==> src/rtl/controlador_nivel.sv <==
// Hunger/health level controller: debounced food/medicine buttons arbitrate
// service grants that raise Nivel/Salud, while a free-running decay lowers them.
module controlador_nivel #(
  parameter int unsigned TICKS_DECAY = 50_000_000,
  parameter int unsigned TICKS_DOSIS = 25_000_000,
  parameter int unsigned DEBOUNCE    = 16,
  parameter int unsigned COOLDOWN    = 8
) (
  input  logic       clk,
  input  logic       reset,
  input  logic       Boton_Comida,
  input  logic       Boton_Medicina,
  input  logic       Pausa,
  output logic [1:0] Nivel,
  output logic [1:0] Salud,
  output logic [1:0] Atendiendo,
  output logic [1:0] Estado,
  output logic       Evento_Hambre
);

  localparam int unsigned DEC_W = (TICKS_DECAY > 1) ? $clog2(TICKS_DECAY) : 1;
  localparam int unsigned DOS_W = (TICKS_DOSIS > 1) ? $clog2(TICKS_DOSIS) : 1;
  localparam int unsigned DEB_W = (DEBOUNCE > 1) ? $clog2(DEBOUNCE) : 1;
  localparam int unsigned CD_W  = (COOLDOWN > 1) ? $clog2(COOLDOWN) : 1;

  localparam logic [DEC_W-1:0] DEC_LAST = DEC_W'(TICKS_DECAY - 1);
  localparam logic [DOS_W-1:0] DOS_LAST = DOS_W'(TICKS_DOSIS - 1);
  localparam logic [DEB_W-1:0] DEB_LAST = DEB_W'(DEBOUNCE - 1);
  localparam logic [CD_W-1:0]  CD_LAST  = CD_W'(COOLDOWN - 1);

  typedef enum logic [1:0] {
    IDLE        = 2'b00,
    ALIMENTANDO = 2'b01,
    MEDICANDO   = 2'b10,
    ESPERA      = 2'b11
  } estado_t;

  // Bit 0 = food, bit 1 = medicine throughout the button path.
  logic [1:0]            sync1_q, sync1_d, sync2_q, sync2_d;
  logic [1:0]            deb_q, deb_d, rise;
  logic [1:0][DEB_W-1:0] db_cnt_q, db_cnt_d;

  estado_t          state_q, state_d;
  logic [DEC_W-1:0] dec_q, dec_d;
  logic [DOS_W-1:0] dose_q, dose_d;
  logic [CD_W-1:0]  cool_q, cool_d;
  logic [1:0]       nivel_q, nivel_d, salud_q, salud_d;
  logic             evento_q, evento_d;

  logic       in_service, granted_held, leave, dose_wrap, dec_run, dec_wrap;
  logic       salud_inc, salud_dec;
  logic [1:0] served;

  // Returns {debounced value, counter}; the value flips after DEBOUNCE
  // consecutive cycles of disagreement with the synchronized input.
  function automatic logic [DEB_W:0] debounce(input logic s, input logic d,
                                              input logic [DEB_W-1:0] c);
    logic [DEB_W:0] r;
    r = {d, {DEB_W{1'b0}}};
    if (s != d) begin
      if (c == DEB_LAST) r = {s, {DEB_W{1'b0}}};
      else               r = {d, c + DEB_W'(1)};
    end
    return r;
  endfunction

  always_comb begin
    sync1_d = {Boton_Medicina, Boton_Comida};
    sync2_d = sync1_q;
    {deb_d[0], db_cnt_d[0]} = debounce(sync2_q[0], deb_q[0], db_cnt_q[0]);
    {deb_d[1], db_cnt_d[1]} = debounce(sync2_q[1], deb_q[1], db_cnt_q[1]);
    rise = deb_d & ~deb_q;
  end

  always_comb begin
    state_d  = state_q;
    dec_d    = dec_q;
    dose_d   = '0;
    cool_d   = '0;
    nivel_d  = nivel_q;
    salud_d  = salud_q;

    in_service   = (state_q == ALIMENTANDO) || (state_q == MEDICANDO);
    served       = (state_q == ALIMENTANDO) ? nivel_q : salud_q;
    granted_held = (state_q == ALIMENTANDO) ? deb_q[0] : deb_q[1];
    leave        = in_service && (!granted_held || served == 2'd3);

    dose_wrap = 1'b0;
    if (in_service && !leave) begin
      if (dose_q == DOS_LAST) dose_wrap = 1'b1;
      else                    dose_d    = dose_q + DOS_W'(1);
    end

    dec_run  = !Pausa && (state_q != ALIMENTANDO);
    dec_wrap = dec_run && (dec_q == DEC_LAST);
    if (dec_run) dec_d = dec_wrap ? '0 : dec_q + DEC_W'(1);

    unique case (state_q)
      IDLE: begin
        if (rise[1] && salud_q != 2'd3)      state_d = MEDICANDO;
        else if (rise[0] && nivel_q != 2'd3) state_d = ALIMENTANDO;
      end
      ALIMENTANDO, MEDICANDO: begin
        if (leave) state_d = ESPERA;
      end
      ESPERA: begin
        if (cool_q == CD_LAST) state_d = IDLE;
        else                   cool_d  = cool_q + CD_W'(1);
      end
      default: state_d = IDLE;
    endcase

    // Decay never runs while feeding, so the two Nivel sources are exclusive.
    if (dose_wrap && state_q == ALIMENTANDO && nivel_q != 2'd3)
      nivel_d = nivel_q + 2'd1;
    else if (dec_wrap && nivel_q != 2'd0)
      nivel_d = nivel_q - 2'd1;

    // A simultaneous heal and starvation hit cancel each other out.
    salud_inc = dose_wrap && (state_q == MEDICANDO);
    salud_dec = dec_wrap && (nivel_q == 2'd0);
    if (salud_inc && !salud_dec && salud_q != 2'd3)
      salud_d = salud_q + 2'd1;
    else if (salud_dec && !salud_inc && salud_q != 2'd0)
      salud_d = salud_q - 2'd1;

    evento_d = (nivel_q != 2'd0) && (nivel_d == 2'd0);
  end

  always_ff @(posedge clk or negedge reset) begin
    if (!reset) begin
      sync1_q  <= '0;
      sync2_q  <= '0;
      deb_q    <= '0;
      db_cnt_q <= '0;
      state_q  <= IDLE;
      dec_q    <= '0;
      dose_q   <= '0;
      cool_q   <= '0;
      nivel_q  <= 2'd3;
      salud_q  <= 2'd3;
      evento_q <= 1'b0;
    end else begin
      sync1_q  <= sync1_d;
      sync2_q  <= sync2_d;
      deb_q    <= deb_d;
      db_cnt_q <= db_cnt_d;
      state_q  <= state_d;
      dec_q    <= dec_d;
      dose_q   <= dose_d;
      cool_q   <= cool_d;
      nivel_q  <= nivel_d;
      salud_q  <= salud_d;
      evento_q <= evento_d;
    end
  end

  assign Nivel         = nivel_q;
  assign Salud         = salud_q;
  assign Estado        = state_q;
  assign Evento_Hambre = evento_q;
  assign Atendiendo    = (state_q == ALIMENTANDO) ? 2'b01 :
                         (state_q == MEDICANDO)   ? 2'b10 : 2'b00;

endmodule

==> config.mk <==
export PLATFORM = sky130hd
export DESIGN_NAME = controlador_nivel
export DESIGN_NICKNAME = d
export VERILOG_FILES = /design/src/rtl/controlador_nivel.sv
export SDC_FILE = /design/constraint.sdc
export NUM_CORES = 1
export LEC_CHECK = 0
export CORE_MARGIN = 5
export CORE_UTILIZATION = 40
export DETAILED_ROUTE_END_ITERATION = 16
export GPL_TIMING_DRIVEN = 0
export PLACE_DENSITY_LB_ADDON = 0.3
export SETUP_SLACK_MARGIN = 0.3
export SLEW_MARGIN = 10
export SYNTH_ARGS = -nofsm -noshare
export SYNTH_HDL_FRONTEND = slang
export SYNTH_SLANG_ARGS = --single-unit
==> constraint.sdc <==
create_clock -name clk -period 2.3 [get_ports clk]
set_input_delay 0.23 -clock clk [delete_from_list [all_inputs] [get_ports clk]]
set_output_delay 0.23 -clock clk [all_outputs]
set_load 0.02 [all_outputs]
==> flow_summary.yaml, run 1 <==
run_status:
  outcome: "finished, final reports clean"
layout:
  drive_gt1_frac: 0.2015
  layout_common_cells: "66 x dfrtp_1, 45 x nor2_1, 28 x nand2_1"
  final_nets: 424
  multi_input_area_um2: 1936
  areaGrowthSynthToFinish_pct: 25.51
  mostFrequentLayoutCell: "dfrtp_1"
  antenna_cells: 0
  regArea_um2: 1888
  stdcell_area_um2: 4586
  fillers: 761
clocking:
  cts_made_buffers: 9
  clockRootBuffer: "clkbuf_8"
  path_clk_slew_ns: 0.07
  htree_num_levels: 3
  cts_max_path_buffers: 2
  clock_latency_ns: 0.34
  cts.sinks: 75
  cts_tree: "yes"
timing:
  min_period_ns: 2.172
  hold_viol: 0
  fin_skew_ns: 0.005177
  min_period_over_period: 0.9442
  slew_viol_final: 0
  setup_viol: 0
  setup_slack_ns: 0.1283
  max_slew.worst_pin.slew_ns: 0.4410
  slew_headroom: 0.7049
  fmax_mhz: 460.5
  rsz0062_at_grt: "true"
  setup_tns_ns: 0
critical_path:
  worstPathRequired_ns: 2.59
  cpPeakStageDelay_ns: 0.50
  crit_arrival_ns: 2.46
  path_max_fanout: 5
  cp-startpoint: "Estado[0]$_DFFE_PN0P_"
  r2r-start: "Estado[0]$_DFFE_PN0P_"
  crit_type: "reg -> reg"
  critPathCaptureType: "flip-flop"
  worstReg2RegEnd: "Salud[0]$_DFFE_PN1P_"
  startpoint_type: "flip-flop"
  timing.critical_path.cells: "ha_4 > and4bb_4 > nand3_4 > or4_4 > a311o_1 > mux2i_1 > a221o_1"
  ff2ff_path_depth: 7
  r2r_slack_ns: 0.13
  slowest_stage: "or4_4"
detailed_routing:
  drt-pass1-iter-count: 4
  drt_drc_violations_left: 0
  final_antenna_net_count: 0
  viasPerCell: 5.183
  drt-total-wl_um: 7397
  wl_per_cell_um: 14.23
  drt_iter0_drc: 111
  vias: 2695
synth:
  synth_top_area_frac: 0.4863
  yosysSeqAreaShare: 0.5151
  syn-cell-area_um2: 3654
  synth_flop_cell: "dfrtp_1"
  ys_types: 43
  synth_nets: 378
  synth-seq-cells: 75
  netlist_instances: 361
  synth_edf_count: 0
  synthTopCellsByArea: "dfrtp_1 49%, xnor2_1 5.5%, xor2_1 5.3%"
  ys_warn_count: 0
  synth_top_area_cell: "dfrtp_1"
  syn_area_per_cell_um2: 10.12
  async_flop_share: 1.000
hold_path:
  whs_endpoint: "sync1_q[1]$_DFF_PN0_"
  hold_class: "in -> reg"
  hp-start: "Boton_Medicina"
  hold_depth: 1
die:
  rows: 34
  core_area_um2: 8806
  die_area_um2: 11150
  die_w_um: 105.6
  die_h_um: 105.6
  ios: 14
  start_util: 0.4149
global_route:
  grt_max_degree: 52
  grt_pass1_vias: 2633
  grt_pass1_wl_um: 12380
  gr-total-overflow: 0
  grt_use_total: 0.1355
  antenna_found_initial: 0
placed_design:
  placed_cell_area_um2: 3964
  numPortBuffers: 13
  post-place-ws_ns: -0.3694
  dp_hpwl_um: 4727
  routabilityCongestion: 0.7431
run:
  max-cap-violations: 0
pwr:
  vdd_ir_drop_max_v: 0.0004317
  power_mw: 3.094
  leakagePower_nw: 1.977
  powerDensity_nw_per_um2: 674.7
metrics by stage:
step,hold WS [ns],instances,util
finish,0.3228,520,0.5207
global route,0.2916,520,0.5207
CTS,0.3062,512,0.4970
detailed placement,0.1588,483,0.4501
global placement,0.3339,482,0.4473
floorplan,-0.06559,361,-
cells by family (layout without fill, tap and decap cells):
kind of cell | after synthesis | after routing | share of synthesized area
AO/OA/AOI/OAI | 35 | 35 | 0.05548
XOR/XNOR | 45 | 45 | 0.1079
adder cells (fa/ha/maj) | 12 | 12 | 0.04109
buffers and inverters | 18 | 69 | 0.01883
flip-flops | 75 | 75 | 0.5151
multiplexers | 6 | 6 | 0.01712
AND/OR/NAND/NOR | 170 | 170 | 0.2445
area by class of cell:
class                   count  area share
inverters                  12     0.01037
well taps                 108     0.02947
repair buffers             35     0.07312
clock buffers              14     0.03329
plain buffers               6     0.01228
clock inverters             2    0.007640
flip-flops and latches     75      0.4117
multi-input cells         268      0.4221
worst max path at each step:
stage / endpoint / slack [ns] / cells after the start
3_5_place_dp: dec_q[13]$_DFFE_PN0P_ / -0.37 / 6
6_report: Salud[0]$_DFFE_PN1P_ / 0.13 / 7
2_1_floorplan: Salud[0]$_DFFE_PN1P_ / 0.07 / 8
5_1_grt: Salud[0]$_DFFE_PN1P_ / 0.06 / 6
4_1_cts: Salud[0]$_DFFE_PN1P_ / 0.14 / 7
3_3_place_gp: Estado[1]$_DFFE_PN0P_ / -1.89 / 1
critical path, delay by kind of cell, from the launching register on:
family	cells	cell delay, ns
and+or+nand+nor	3	0.91
AOI/OAI and AO/OA	2	0.48
DFF	1	0.43
adders and majority gates	1	0.17
muxes	1	0.13
repair_timing:
item,4_1_cts,5_1_grt
gates cloned,1,0
setup endpoints to repair,43,40
endpoints found under the hold margin,22,0
hold buffers,1,0
pin swaps,8,10
setup buffers,11,8
gates resized for setup,29,32
registers in the layout, summed over array words and instances, names as in the netlist:
signal         cells
db_cnt_q           8
deb_q              2
dec_q             26
Estado             2
dose_q            25
cool_q             3
sync2_q            2
Evento_Hambre      1
Salud              2
sync1_q            2
Nivel              2
synth_stat cells, types with 2 or more instances:
master,n
nor4b_1,3
dfrtp_1,71
dfstp_2,4
nor2_1,48
ha_1,12
inv_1,12
nand3_1,28
nor4_1,4
or3_1,9
and3_1,10
xnor2_1,23
and2_1,4
nor3_1,6
nand4_1,10
mux2i_1,4
nand4b_1,2
and4_1,3
nor3b_1,2
clkbuf_1,5
nand2_1,29
nor2b_1,2
a21oi_1,12
o21ai_0,16
mux2_2,2
xor2_1,22
per-layer routing:
| layer | up-vias | wire length (µm) | track usage |
|---|---|---|---|
| met1 | 1311 | 3508 | 0.1791 |
| met3 | 10 | 196 | 0.04523 |
| met5 | - | 0 | 0 |
| li1 | 1344 | - | - |
| met4 | 0 | 91 | 0.03515 |
| met2 | 30 | 3600 | 0.2149 |
report_power, final:
part | switching, mW | total, mW | internal, mW
Clock | 0.444 | 0.975 | 0.531
Combinational | 0.318 | 0.628 | 0.310
Sequential | 0.0778 | 1.49 | 1.41
Total | 0.840 | 3.09 | 2.25
No activity file was read; power rests on OpenSTA's default activity.
==> run 2, diff against run 1 <==
--- a/config.mk
+++ b/config.mk
@@ -5,10 +5,10 @@
 export SDC_FILE = /design/constraint.sdc
 export NUM_CORES = 1
 export LEC_CHECK = 0
+export ABC_AREA = 1
 export CORE_MARGIN = 5
 export CORE_UTILIZATION = 40
 export DETAILED_ROUTE_END_ITERATION = 16
-export GPL_TIMING_DRIVEN = 0
 export PLACE_DENSITY_LB_ADDON = 0.3
 export SETUP_SLACK_MARGIN = 0.3
 export SLEW_MARGIN = 10
==> constraint.sdc (replaced) <==
create_clock -name clk -period 2.7 [get_ports clk]
set_input_delay 0.27 -clock clk [delete_from_list [all_inputs] [get_ports clk]]
set_output_delay 0.27 -clock clk [all_outputs]
set_load 0.02 [all_outputs]
==> run 2 against run 1 <==
  * Register-to-register slack improved by 0.42 ns
  * Clock skew rose by 0.0075 ns
  * Die area rose by 15%
  * Total power fell by 13%
  * Setup slack improved by 0.42 ns
  * Sequential power fell by 13%
  * Synthesized cell count rose by 52%
  * Via count rose by 30%
  * Count of clock-buffer cells in the layout fell by 2
  * Global-route usage rose by 2.2 points
  * Combinational power fell by 17%
  * Cell area rose by 3.4%
==> flow_summary.yaml, run 2 <==
synth:
  ys_warn_count: 0
  syn-cell-area_um2: 4272
  async_flop_share: 1.000
  synth_nets: 565
  synth_top_family_by_area: "simple AND/OR/NAND/NOR gates"
  netlist_instances: 548
  synth-seq-cells: 75
  synthTopCellsByCount: "106 x nand2_1, 88 x nor2_1, 75 x inv_1"
  synthTopCellsByArea: "dfrtp_1 42%, nand2_1 9.3%, nor2_1 7.7%"
  synth_edf_count: 0
  synth_compound_area_frac: 0.04950
  syn_area_per_cell_um2: 7.795
  synth_top_area_frac: 0.4159
  synth_flop_cell: "dfrtp_1"
  yosysMostFrequentCell: "nand2_1"
  yosysSeqAreaShare: 0.4405
  synth_mux_area_frac: 0
  yosys.area_share.simple: 0.3600
  synth_top_area_cell: "dfrtp_1"
  synthAdderAreaFrac: 0.03515
  ys_types: 35
  synth_xor_area_frac: 0.03896
timing:
  setup_viol: 0
  min_period_ns: 2.149
  max_slew.worst_pin.slew_ns: 0.9489
  setup_tns_ns: 0
  hold_viol: 0
  slew_headroom: 0.3674
  slew_viol_final: 0
  fin_skew_ns: 0.01263
  rsz0062_at_grt: "false"
  fmax_mhz: 465.3
  min_period_over_period: 0.7959
critical_path:
  slowest_stage: "clkdlybuf4s50_1"
  crit_arrival_ns: 1.88
  critPathCaptureType: "output pin"
  cpPeakStageDelay_ns: 0.68
  startpoint_type: "flip-flop"
  worstPathRequired_ns: 2.43
  path_max_fanout: 5
  timing.critical_path.cells: "inv_1 > ha_1 > clkdlybuf4s50_1"
  crit_type: "reg -> out"
clocking:
  clockRootBuffer: "clkbuf_8"
  clock_latency_ns: 0.36
  htree_num_levels: 3
  postCtsSetupBuffers: 0
  cts_tree: "yes"
  cts_made_buffers: 9
  cts.sinks: 75
  cts_max_path_buffers: 2
  path_clk_slew_ns: 0.08
layout:
  antenna_cells: 0
  drive_gt1_frac: 0.1117
  stdcell_area_um2: 4742
  largest_registers: "dec_q x26, dose_q x25, db_cnt_q x8"
  areaGrowthSynthToFinish_pct: 11.01
  largest-register: "dec_q"
  final_nets: 585
  largest_register_ffs: 26
  layout_common_cells: "105 x nand2_1, 88 x nor2_1, 75 x inv_1"
  fillers: 1050
  mostFrequentLayoutCell: "nand2_1"
global_route:
  grt_max_degree: 76
  antenna_found_initial: 0
  grt_pass1_vias: 3429
  grt_pass1_wl_um: 16260
  gr-total-overflow: 0
  grt_use_total: 0.1570
die:
  die_w_um: 113.3
  die_h_um: 113.3
  ios: 14
  core_area_um2: 10370
  start_util: 0.4119
  die_area_um2: 12850
  rows: 37
detailed_routing:
  drt_iter0_drc: 188
  drt-total-wl_um: 9157
  viasPerCell: 4.946
  wl_per_cell_um: 12.92
  drt_drc_violations_left: 0
  vias: 3507
  final_antenna_net_count: 0
  drt-pass1-iter-count: 8
placed_design:
  placed_cell_area_um2: 4544
  numPortBuffers: 13
  routabilityCongestion: 0.8924
  dp_hpwl_um: 6790
run:
  max-cap-violations: 0
run_status:
  outcome: "finished, final reports clean"
pwr:
  leakagePower_nw: 2.171
  vdd_ir_drop_max_v: 0.0004455
  powerDensity_nw_per_um2: 569.1
hold_path:
  hold_class: "in -> async"
## run 2: layout make-up
cell class	instances	area, µm²	share of cell area
Timing Repair Buffer	13	127.6	0.02691
Inverter	79	299.0	0.06306
Tap cell	136	170.2	0.03588
Clock buffer	12	145.1	0.03061
Sequential cell	75	1882	0.3968
Multi-Input combinational cell	390	2068	0.4361
Clock inverter	4	50.05	0.01055
## run 2: through the flow
step,cells,total power [mW],setup slack (ns),util,hold slack (ns)
after floorplan,548,1.664,0.7449,-,-0.02559
after global placement,693,1.832,0.6364,0.4382,0.3434
after detailed placement,693,1.839,0.4769,0.4382,0.3458
after CTS,709,2.728,0.4489,0.4570,0.1105
after global routing,709,2.867,0.3230,0.4573,0.1389
final,709,2.699,0.5511,0.4573,0.05614
## run 2: power breakdown
part | internal, mW | leakage, nW | switching, mW
clock | 0.452 | 0.0926 | 0.427
combinational | 0.188 | 1.13 | 0.335
sequential | 1.21 | 0.946 | 0.0860
## run 2: path summary, 6_finish.rpt
kind                                       start                    to  slack (ns)  depth (start not counted)
hold reg to reg             sync1_q[1]$_DFF_PN0_  sync2_q[1]$_DFF_PN0_        0.35                          0
max in group asynchronous                  reset   cool_q[1]$_DFF_PN0_        2.02                          1
min in group clk            sync1_q[1]$_DFF_PN0_  sync2_q[1]$_DFF_PN0_        0.35                          0
setup / recovery           Estado[1]$_DFFE_PN0P_         Atendiendo[0]        0.55                          3
hold / removal                             reset  dose_q[12]$_DFF_PN0_        0.06                          1
setup reg to reg           Estado[1]$_DFFE_PN0P_  Salud[0]$_DFFE_PN1P_        0.55                         14
## run 2: timing repair
action / in CTS / in global routing
endpoints found under the setup margin: 0 / 5
gates resized for setup: 0 / 1
hold buffers: 0 / 0
## run 2: cell families after synthesis
group | Yosys count
buffers and inverters | 83
XOR/XNOR | 19
adder cells (fa/ha/maj) | 12
AND/OR/NAND/NOR | 319
AO/OA/AOI/OAI | 40
flip-flops | 75
## run 2: critical path, delay by kind of cell (launching register included)
| family | cells | cell delay (ns) |
|---|---|---|
| adders and majority gates | 1 | 0.31 |
| buffers and inverters | 2 | 0.78 |
| DFF | 1 | 0.43 |
## run 2: layer usage
| layer | wire (µm) | global-route usage | share of wire | up-vias |
|---|---|---|---|---|
| li1 | - | - | - | 1790 |
| met1 | 4306 | 0.2066 | 0.47 | 1634 |
| met2 | 4226 | 0.2457 | 0.46 | 72 |
| met3 | 468 | 0.04385 | 0.051 | 11 |
| met4 | 155 | 0.06090 | 0.017 | 0 |
| met5 | 0 | 0 | 0 | - |
